===== src/rtl/hazard_pkg.sv =====
// Shared types for the hazard/forwarding controller: mux select encoding, stage record,
// and the producer-match helper used by every RAW check.
package hazard_pkg;

    typedef enum logic [1:0] {
        FWD_RF    = 2'b00,
        FWD_EXMEM = 2'b01,
        FWD_MEMWB = 2'b10
    } fwd_sel_e;

    localparam logic [4:0] XZR = 5'd31;

    typedef struct packed {
        logic       valid;
        logic [4:0] rd;
        logic       reg_write;
        logic       mem_read;
    } stage_rec_t;

    // XZR is hardwired zero, so it never has a producer worth forwarding or stalling on.
    function automatic logic rec_hit(input stage_rec_t rec, input logic [4:0] src);
        return rec.valid && rec.reg_write && (rec.rd == src) && (src != XZR);
    endfunction

endpackage


===== src/rtl/hazard_stage_reg.sv =====
// One entry of the dependency shadow pipeline: holds a stage record, frozen on hold,
// cleared to an invalid record when a bubble is inserted.
module hazard_stage_reg
    import hazard_pkg::*;
(
    input  logic       clk,
    input  logic       rst_n,
    input  logic       hold_i,
    input  logic       bubble_i,
    input  stage_rec_t rec_i,
    output stage_rec_t rec_o
);

    stage_rec_t rec_q, rec_d;

    always_comb begin
        rec_d = rec_q;
        if (!hold_i) begin
            rec_d = bubble_i ? '0 : rec_i;
        end
    end

    always_ff @(posedge clk or negedge rst_n) begin
        if (!rst_n) begin
            rec_q <= '0;
        end else begin
            rec_q <= rec_d;
        end
    end

    assign rec_o = rec_q;

endmodule


===== src/rtl/hazard_fwd_ctrl.sv =====
// RAW hazard detection, load-use stall and EX operand forwarding selects.
// Define HAZARD_FWD_EN to enable forwarding; otherwise dependencies stall until WB.
module hazard_fwd_ctrl
    import hazard_pkg::*;
#(
    parameter int unsigned CNT_W = 32
) (
    input  logic             clk,
    input  logic             rst_n,
    input  logic             hold_i,
    input  logic             flush_i,
    input  logic             id_valid_i,
    input  logic [4:0]       id_ra_i,
    input  logic [4:0]       id_rb_i,
    input  logic             id_ra_used_i,
    input  logic             id_rb_used_i,
    input  logic [4:0]       id_rd_i,
    input  logic             id_reg_write_i,
    input  logic             id_mem_read_i,
    output logic             stall_o,
    output logic [1:0]       fwd_a_sel_o,
    output logic [1:0]       fwd_b_sel_o,
    output logic             ex_bubble_o,
    output logic [CNT_W-1:0] stall_count_o
);

    localparam logic [CNT_W-1:0] CntOne = CNT_W'(1);

    stage_rec_t id_rec, ex_rec, mem_rec, wb_rec;
    logic       ra_ex, rb_ex, ra_mem, rb_mem;
    logic       hazard, stall_raw, insert_bubble;
    fwd_sel_e   sel_a, sel_b;

    fwd_sel_e         fwd_a_q, fwd_a_d;
    fwd_sel_e         fwd_b_q, fwd_b_d;
    logic             ex_bubble_q, ex_bubble_d;
    logic [CNT_W-1:0] cnt_q, cnt_d;

    assign id_rec = '{valid:     id_valid_i,
                      rd:        id_rd_i,
                      reg_write: id_reg_write_i,
                      mem_read:  id_mem_read_i};

    assign ra_ex  = id_ra_used_i && rec_hit(ex_rec, id_ra_i);
    assign rb_ex  = id_rb_used_i && rec_hit(ex_rec, id_rb_i);
    assign ra_mem = id_ra_used_i && rec_hit(mem_rec, id_ra_i);
    assign rb_mem = id_rb_used_i && rec_hit(mem_rec, id_rb_i);

`ifdef HAZARD_FWD_EN
    assign hazard = (ra_ex || rb_ex) && ex_rec.mem_read;

    // Nearer producer wins; a load in EX never forwards because it forces a stall.
    always_comb begin
        sel_a = FWD_RF;
        sel_b = FWD_RF;
        if (ra_ex && !ex_rec.mem_read) begin
            sel_a = FWD_EXMEM;
        end else if (ra_mem) begin
            sel_a = FWD_MEMWB;
        end
        if (rb_ex && !ex_rec.mem_read) begin
            sel_b = FWD_EXMEM;
        end else if (rb_mem) begin
            sel_b = FWD_MEMWB;
        end
    end
`else
    // Without forwarding, wait until the producer reaches WB (regfile writes before read).
    assign hazard = ra_ex || rb_ex || ra_mem || rb_mem;
    assign sel_a  = FWD_RF;
    assign sel_b  = FWD_RF;
`endif

    assign stall_raw     = id_valid_i && hazard;
    assign stall_o       = stall_raw && !flush_i;
    assign insert_bubble = stall_raw || flush_i || !id_valid_i;

    hazard_stage_reg u_ex_stage (
        .clk      (clk),
        .rst_n    (rst_n),
        .hold_i   (hold_i),
        .bubble_i (insert_bubble),
        .rec_i    (id_rec),
        .rec_o    (ex_rec)
    );

    hazard_stage_reg u_mem_stage (
        .clk      (clk),
        .rst_n    (rst_n),
        .hold_i   (hold_i),
        .bubble_i (1'b0),
        .rec_i    (ex_rec),
        .rec_o    (mem_rec)
    );

    hazard_stage_reg u_wb_stage (
        .clk      (clk),
        .rst_n    (rst_n),
        .hold_i   (hold_i),
        .bubble_i (1'b0),
        .rec_i    (mem_rec),
        .rec_o    (wb_rec)
    );

    // WB is tracked to mirror the datapath but needs no check of its own.
    logic unused_wb;
    assign unused_wb = ^wb_rec;

    always_comb begin
        fwd_a_d     = fwd_a_q;
        fwd_b_d     = fwd_b_q;
        ex_bubble_d = ex_bubble_q;
        cnt_d       = cnt_q;
        if (!hold_i) begin
            fwd_a_d     = insert_bubble ? FWD_RF : sel_a;
            fwd_b_d     = insert_bubble ? FWD_RF : sel_b;
            ex_bubble_d = insert_bubble;
            if (stall_o && (cnt_q != '1)) begin
                cnt_d = cnt_q + CntOne;
            end
        end
    end

    always_ff @(posedge clk or negedge rst_n) begin
        if (!rst_n) begin
            fwd_a_q     <= FWD_RF;
            fwd_b_q     <= FWD_RF;
            ex_bubble_q <= 1'b1;
            cnt_q       <= '0;
        end else begin
            fwd_a_q     <= fwd_a_d;
            fwd_b_q     <= fwd_b_d;
            ex_bubble_q <= ex_bubble_d;
            cnt_q       <= cnt_d;
        end
    end

    assign fwd_a_sel_o   = fwd_a_q;
    assign fwd_b_sel_o   = fwd_b_q;
    assign ex_bubble_o   = ex_bubble_q;
    assign stall_count_o = cnt_q;

endmodule


===== config.mk =====
export PLATFORM = sky130hd
export DESIGN_NAME = hazard_fwd_ctrl
export DESIGN_NICKNAME = d
export VERILOG_FILES = /design/src/rtl/hazard_pkg.sv /design/src/rtl/hazard_stage_reg.sv /design/src/rtl/hazard_fwd_ctrl.sv
export SDC_FILE = /design/constraint.sdc
export NUM_CORES = 1
export LEC_CHECK = 0
export ABC_AREA = 0
export CORE_MARGIN = 4
export CORE_UTILIZATION = 49
export CTS_BUF_LIST = sky130_fd_sc_hd__clkbuf_16
export CTS_CLUSTER_DIAMETER = 60
export DETAILED_ROUTE_END_ITERATION = 10
export GPL_TIMING_DRIVEN = 0
export PLACE_DENSITY = 0.8
export SLEW_MARGIN = 20
export SYNTH_ARGS = -nofsm -noshare
export SYNTH_HDL_FRONTEND = slang
export SYNTH_SLANG_ARGS = --single-unit

===== constraint.sdc =====
create_clock -name clk -period 2.8 [get_ports clk]
set_clock_uncertainty 0.05 [all_clocks]
set_input_delay 0.7 -clock clk [delete_from_list [all_inputs] [get_ports clk]]
set_output_delay 0.7 -clock clk [all_outputs]
set_load 0.02 [all_outputs]

=== Word level (Yosys, flattened, before mapping) ===
Cells that the tools add are included.

* Flip-flop bits (word level): 47
* Output and inout bits: 38
* Logic and storage cells: 43

* Add/subtract/negate cells: 1
* Equality and inequality tests: 7
* Muxes and demuxes: 1
* Bitwise gates (word level): 1
* Reductions and logical operators: 25

{| class="wikitable"
|+ Operators by type and width
! cell !! count
|-
| $add 32x1->32 const B || 1
|-
| $ne 32x32->1 const B || 1
|-
| $eq 5x5->1 || 4
|-
| $logic_and 1x1->1 || 17
|-
| $ne 5x5->1 const B || 2
|-
| $mux 8 || 1
|-
| $logic_or 1x1->1 || 5
|-
| $logic_not 1->1 || 2
|-
| $reduce_and 2->1 || 1
|-
| $not 1->1 || 1
|}

=== Longest topological paths before layout ===
* Depth in word-level cells: 11
* Depth in mapped cells: 8
* Mapped depth without buffers: 7

=== Modules after synthesis ===
From an unflattened synthesis, not the netlist that was laid out.

* Cells, all modules: 266
* Area, all modules: 2648.8 µm²

{| class="wikitable"
|+ By module, submodules not included
! module !! instances !! cells an instance !! area each (µm²)
|-
| hazard_fwd_ctrl || 1 || 202 || 1980.6
|-
| hazard_stage_reg || 2 || 32 || 334.1
|}

=== Worst setup path before layout ===
OpenSTA, ideal clock, no wires.

* Kind: input-to-output
* From: input id_rb_i[3]
* To: output stall_o
* Data arrival time: 1753 ps
* Data required time: 2050 ps
* Path slack: 297 ps
* Cell stages on the path: 5
* Path buffers: 0
* Cells stage by stage: xor2_1 nor4_1 a22oi_1 o22a_1 nor2_1

* Longest elaborated chain between the ends: 9
* Elaborated cells on any way between the ends: 14
* Those cells by class: eq/ne (3); reduce/logical (11)

{| class="wikitable"
|+ Ends and longest elaborated chain
! item !! line !! RTL
|-
| start: declaration || hazard_fwd_ctrl.sv:14 || <nowiki>input logic [4:0] id_rb_i,</nowiki>
|-
| $eq 5x5->1 || hazard_pkg.sv:22 || <nowiki>return rec.valid && rec.reg_write && (rec.rd == src) && (src != XZR);</nowiki>
|-
| $logic_and 1x1->1 (2 in a row) || hazard_pkg.sv:22 ||
|-
| $logic_and 1x1->1 || hazard_fwd_ctrl.sv:45 || <nowiki>assign rb_ex = id_rb_used_i && rec_hit(ex_rec, id_rb_i);</nowiki>
|-
| $logic_or 1x1->1 (2 in a row) || hazard_fwd_ctrl.sv:69 || <nowiki>assign hazard = ra_ex || rb_ex || ra_mem || rb_mem;</nowiki>
|-
| $logic_or 1x1->1 (*) || hazard_fwd_ctrl.sv:69 ||
|-
| $logic_and 1x1->1 (*) || hazard_fwd_ctrl.sv:74 || <nowiki>assign stall_raw = id_valid_i && hazard;</nowiki>
|-
| $logic_and 1x1->1 (*) || hazard_fwd_ctrl.sv:75 || <nowiki>assign stall_o = stall_raw && !flush_i;</nowiki>
|-
| end: declaration || hazard_fwd_ctrl.sv:20 || <nowiki>output logic stall_o,</nowiki>
|}

Mark *: on every way between the ends. The rest lies on a longest branch, timed or not.

=== Final worst setup path ===
* From: input id_ra_i[4]
* To: output stall_o

* Longest elaborated chain between the ends: 9
* Elaborated cells on any way between the ends: 14
* Those cells by class: eq/ne (3); reduce/logical (11)

{| class="wikitable"
|+ Ends and longest elaborated chain
! item !! line !! RTL
|-
| start: declaration || hazard_fwd_ctrl.sv:13 || <nowiki>input logic [4:0] id_ra_i,</nowiki>
|-
| $eq 5x5->1 || hazard_pkg.sv:22 ||
|-
| $logic_and 1x1->1 (2 in a row) || hazard_pkg.sv:22 ||
|-
| $logic_and 1x1->1 || hazard_fwd_ctrl.sv:44 || <nowiki>assign ra_ex = id_ra_used_i && rec_hit(ex_rec, id_ra_i);</nowiki>
|-
| $logic_or 1x1->1 || hazard_fwd_ctrl.sv:69 ||
|-
| $logic_or 1x1->1 (*) (2 in a row) || hazard_fwd_ctrl.sv:69 ||
|-
| $logic_and 1x1->1 (*) || hazard_fwd_ctrl.sv:74 ||
|-
| $logic_and 1x1->1 (*) || hazard_fwd_ctrl.sv:75 ||
|}

Marks and branches as above.

==> results by stage <==
Synth:
- The mux contribution to synthesized area is 4.08%.
- The sequential element share of the synthesized area is 47.5%.
- Counting flops and latches in the post-synthesis netlist gives 47.
- The arithmetic-cell share of the synthesized area counting full adders, half adders and majority gates is 0.504%.
- By area, the combinational part of the netlist is dominated by simple AND/OR/NAND/NOR gates.
- The Yosys step of the flow raised 0 warnings.
- In this run the mean area of a mapped cell was 10.6 um^2.
- Synthesis instantiated 38 different standard cells from the library.
- After Yosys synthesis, and, or, nand and nor cells account for 22.8% of the synthesized area.
- The complex-gate fraction of the synthesized area is 4.24%.
- The gate count of the mapped netlist is 235.
- The synthesized area is 0.00248 mm^2.
- The post-synthesis xor/xnor area fraction is 17.7%.

Routing:
- The average wire length per cell after detail routing is 15.3 um.
- The mean number of vias per cell is 5.35.
- The aggregate routed wire length is 5.74 mm.
- After the first detailed-routing iteration, the DRC count stood at 144.
- The post-route DRC violation count is 0.
- The routed layout has 2,005 vias.
- Once detail routing completed, the nets flagged for antenna violations numbered 0.
- The pre-antenna-repair detailed-routing pass consisted of 4 iterations.

Power and ir drop:
- The total leakage power is 1.44 nW.
- The power per standard cell area is 422 mW/mm^2.
- The worst-case IR drop observed on VDD is 0.317 mV.

Setup path:
- The required time at the endpoint of the critical path is 2050 ps.
- The number of buffer and inverter stages on the critical path is 2.
- The type of destination of the critical path is an output port.
- Among all stages on the critical path, the largest delay is contributed by sky130_fd_sc_hd__clkdlybuf4s15_1.
- In this run the worst path has a maximum fanout of 3.
- The worst setup slack for register-to-register paths is 290 ps.
- STA classifies the critical path startpoint as a primary input.
- The critical path goes through clkdlybuf4s15_1 -> xor2_1 -> nor4_2 -> a22oi_1 -> o22a_1 -> nor2_1 -> buf_4.
- The largest stage delay on the critical path is 250 ps.
- The startpoint identified for the worst register-to-register timing path is u_ex_stage.rec_o[5].
- The data arrival time at the worst-slack endpoint is 2000 ps.
- The setup path with the least slack is of type primary input to output port.
- The family with the most delay on the worst path is buffers and inverters.
- The number of cells on the worst reg-to-reg path is 10.
- The end of the worst register-to-register path is stall_count_o[27].

Placed design:
- Buffers placed on the I/O ports in this run total 55.
- The worst-case setup slack after placement is -791 ps.
- Summed over all nets, the half-perimeter wirelength after detailed placement is 4.23 mm.
- The final weighted congestion in routability-driven placement is 0.827.

STA:
- The post-route fraction of the period consumed by the critical path is 98.1%.
- In this run the tightest slew margin relative to its limit is 57.5%.
- The worst path needs 2750 ps of the cycle, external delays included.
- The count of endpoints failing hold in the final timing report came to 0.
- The total count of max-transition violations in the final report is 0.
- Setup total negative slack on the finished layout was measured at 0 ps.
- Once routing completed, OpenROAD measured the worst setup slack at 53.6 ps.
- The upper clock frequency limit is 364 MHz.
- Setup violations remaining at the end of the flow were counted as 0.
- The worst-margin pin slew is 634 ps.

GRT:
- In the global route stage, overall resource usage came out at 19.9%.
- The via count of the first global-routing pass is 2,043.
- Global routing finished with a remaining overflow of 0.
- Entering global routing, the biggest net connects 29 pins.
- The first-pass GRT wire length is 9.89 mm.
- The number of antenna violations at the first check in global routing is 0.

CTS:
- The CTS clock-pin slew for the worst setup and hold paths is 60 ps.
- TritonCTS built the clock tree.
- The maximum number of buffers from clock root to sink is 2.
- The number of buffers added by the clock tree synthesis step is 5.
- The clock net in this run drives a total of 47 sinks.
- The H-tree was split into 2 levels.
- For the worst-skew pair, the clock arrives at the later sink with an insertion delay of 280 ps.
- The root cell of the clock tree is sky130_fd_sc_hd__clkbuf_16.
- The hold-fix buffer count after cts is 0.

Floorplan:
- The total number of placement rows is 25.
- The x dimension of the die is 79.2 um.
- The number of I/O pins is 62.
- The die is 79.2 um tall.
- The initial standard-cell utilization of the core is 51.5%.
- After floorplanning, the core was sized to cover 0.00482 mm^2.
- The area of the die is 0.00627 mm^2.

Final layout:
- The number of antenna repair diodes is 0.
- The number of nets in the finished design is 332.
- The post-route netlist has 16.2% of its cells at a drive strength greater than 1.
- The area growth from synthesis to layout is 32.6%.

Run status:
- The run finished with clean final reports.

Run:
- The tool flagged a number of max-cap violations equal to 0.

Min path:
- The worst hold path belongs to the class primary input to async pin.
==> cells by family after synthesis <==
family,after synthesis
adders and majority gates,1
xor gates and xnor gates,50
and+or+nand+nor,101
AOI/OAI and AO/OA,14
other,1
DFF,47
muxes,9
buffers and inverters,12
==> sequential cells by signal, summed over array words and instances, names as in the netlist <==
register / flops
u_mem_stage.rec_o: 7
u_ex_stage.rec_o: 7
ex_bubble_o: 1
stall_count_o: 32
==> where the power goes <==
group / internal (mW) / switching (mW) / total, mW / leakage, nW
clock network: 0.323 / 0.231 / 0.554 / 0.0724
registers: 0.696 / 0.0175 / 0.713 / 0.646
logic: 0.0591 / 0.0607 / 0.120 / 0.726
total: 1.08 / 0.310 / 1.39 / 1.44
==> synthesized netlist by cell type <==
cell | n | area, um^2
sky130_fd_sc_hd__nand3b_1 | 1 | 7.51
sky130_fd_sc_hd__o22a_1 | 1 | 8.76
sky130_fd_sc_hd__buf_4 | 4 | 30.0
sky130_fd_sc_hd__dfstp_2 | 1 | 26.3
sky130_fd_sc_hd__nor2_1 | 12 | 45.0
sky130_fd_sc_hd__o21ai_0 | 2 | 10.0
sky130_fd_sc_hd__nand2_1 | 22 | 82.6
sky130_fd_sc_hd__a22o_1 | 6 | 52.6
sky130_fd_sc_hd__nand2b_1 | 2 | 12.5
sky130_fd_sc_hd__o22ai_1 | 1 | 6.26
sky130_fd_sc_hd__and3_1 | 7 | 43.8
sky130_fd_sc_hd__nand4_2 | 1 | 12.5
sky130_fd_sc_hd__and4bb_2 | 1 | 12.5
sky130_fd_sc_hd__or2_1 | 1 | 6.26
sky130_fd_sc_hd__inv_1 | 2 | 7.51
sky130_fd_sc_hd__ha_1 | 1 | 12.5
sky130_fd_sc_hd__mux2_2 | 9 | 101
sky130_fd_sc_hd__or3_1 | 3 | 18.8
sky130_fd_sc_hd__clkbuf_1 | 2 | 7.51
sky130_fd_sc_hd__xor2_1 | 22 | 193
sky130_fd_sc_hd__conb_1 | 1 | 3.75
sky130_fd_sc_hd__buf_6 | 2 | 22.5
sky130_fd_sc_hd__dfrtp_1 | 46 | 1150
sky130_fd_sc_hd__nor4_2 | 1 | 12.5
sky130_fd_sc_hd__or3_4 | 1 | 11.3
sky130_fd_sc_hd__a21oi_1 | 1 | 5.00
sky130_fd_sc_hd__and4_1 | 3 | 26.3
sky130_fd_sc_hd__and2_1 | 2 | 12.5
sky130_fd_sc_hd__nor4_1 | 7 | 43.8
sky130_fd_sc_hd__nand3_1 | 12 | 60.1
sky130_fd_sc_hd__nor3b_2 | 1 | 12.5
sky130_fd_sc_hd__nor3_1 | 8 | 40.0
sky130_fd_sc_hd__or4_4 | 1 | 11.3
sky130_fd_sc_hd__xnor2_1 | 28 | 245
sky130_fd_sc_hd__nand4_1 | 15 | 93.8
sky130_fd_sc_hd__a21o_1 | 1 | 7.51
sky130_fd_sc_hd__buf_2 | 2 | 10.0
sky130_fd_sc_hd__a22oi_1 | 2 | 15.0
==> worst max path at each step <==
stage               startpoint  endpoint  slack (ps)  cells after the start
finish              id_ra_i[4]   stall_o          50                      7
global route        id_ra_i[4]   stall_o         -40                      7
CTS                 id_rb_i[1]   stall_o         0.3                      7
detailed placement  id_rb_i[4]   stall_o        -790                      7
global placement    id_rb_i[4]   stall_o        -790                      7
floorplan           id_rb_i[3]   stall_o         300                      5
==> layer usage <==
layer	GRT usage, %	wire, um	vias up
met4	5.67	40	0
met5	0	0	-
li1	-	-	964
met2	32.7	2830	58
met3	3.74	260	2
met1	26.8	2610	981
==> metrics by stage <==
stage          total power [mW]  area, um^2  util [%]  hold WS [ps]  instances
4_1_cts                    1.40        3310      68.8           328        374
3_5_place_dp              0.848        3140      65.2           409        361
3_3_place_gp              0.842        3130      64.9           403        360
2_1_floorplan             0.779        2490         -           354        238
5_1_grt                    1.44        3290      68.3           358        375
6_report                   1.39        3290      68.3           322        375
==> cell type report <==
| class | instances | area [um^2] |
|---|---|---|
| clock inverter | 3 | 12.5 |
| inverter | 2 | 7.51 |
| fill | 386 | 1530 |
| multi-input combinational | 179 | 1250 |
| buffer | 10 | 70.1 |
| clock buffer | 5 | 125 |
| timing repair buffer | 62 | 563 |
| sequential | 47 | 1180 |
| tap | 67 | 83.8 |
==> cell usage in the layout, fill, tap and decap left out, types with 3 or more instances in the layout <==
cell and instances:
sky130_fd_sc_hd__dfrtp_1 46, sky130_fd_sc_hd__clkdlybuf4s50_1 43, sky130_fd_sc_hd__xnor2_1 28, sky130_fd_sc_hd__nand2_1 22
sky130_fd_sc_hd__xor2_1 22, sky130_fd_sc_hd__nand4_1 15, sky130_fd_sc_hd__nand3_1 12, sky130_fd_sc_hd__nor2_1 12
sky130_fd_sc_hd__buf_4 11, sky130_fd_sc_hd__mux2_2 9, sky130_fd_sc_hd__nor3_1 8, sky130_fd_sc_hd__and3_1 7
sky130_fd_sc_hd__clkbuf_2 7, sky130_fd_sc_hd__a22o_1 6, sky130_fd_sc_hd__nor4_1 5, sky130_fd_sc_hd__buf_2 5
sky130_fd_sc_hd__clkbuf_16 5, sky130_fd_sc_hd__conb_1 4, sky130_fd_sc_hd__nor4_2 3, sky130_fd_sc_hd__inv_1 3
sky130_fd_sc_hd__and4_1 3, sky130_fd_sc_hd__or3_1 3
==> timing repair <==
action | 4_1_cts | 5_1_grt
gates resized for setup | 23 | 15
setup endpoints to repair | 1 | 22
pin swaps | 8 | 8
setup buffers | 5 | 1
==> worst register-to-register path, stage by stage (launching register included) <==
cell and delay [ps]:
sky130_fd_sc_hd__dfrtp_1 430, sky130_fd_sc_hd__xor2_1 180, sky130_fd_sc_hd__nor4_1 280, sky130_fd_sc_hd__a22oi_1 140, sky130_fd_sc_hd__buf_4 150, sky130_fd_sc_hd__buf_4 120
sky130_fd_sc_hd__o22ai_1 230, sky130_fd_sc_hd__buf_2 270, sky130_fd_sc_hd__buf_2 260, sky130_fd_sc_hd__nand3_1 120, sky130_fd_sc_hd__xnor2_1 150
Note: power is estimated with default switching activity, not from simulation.
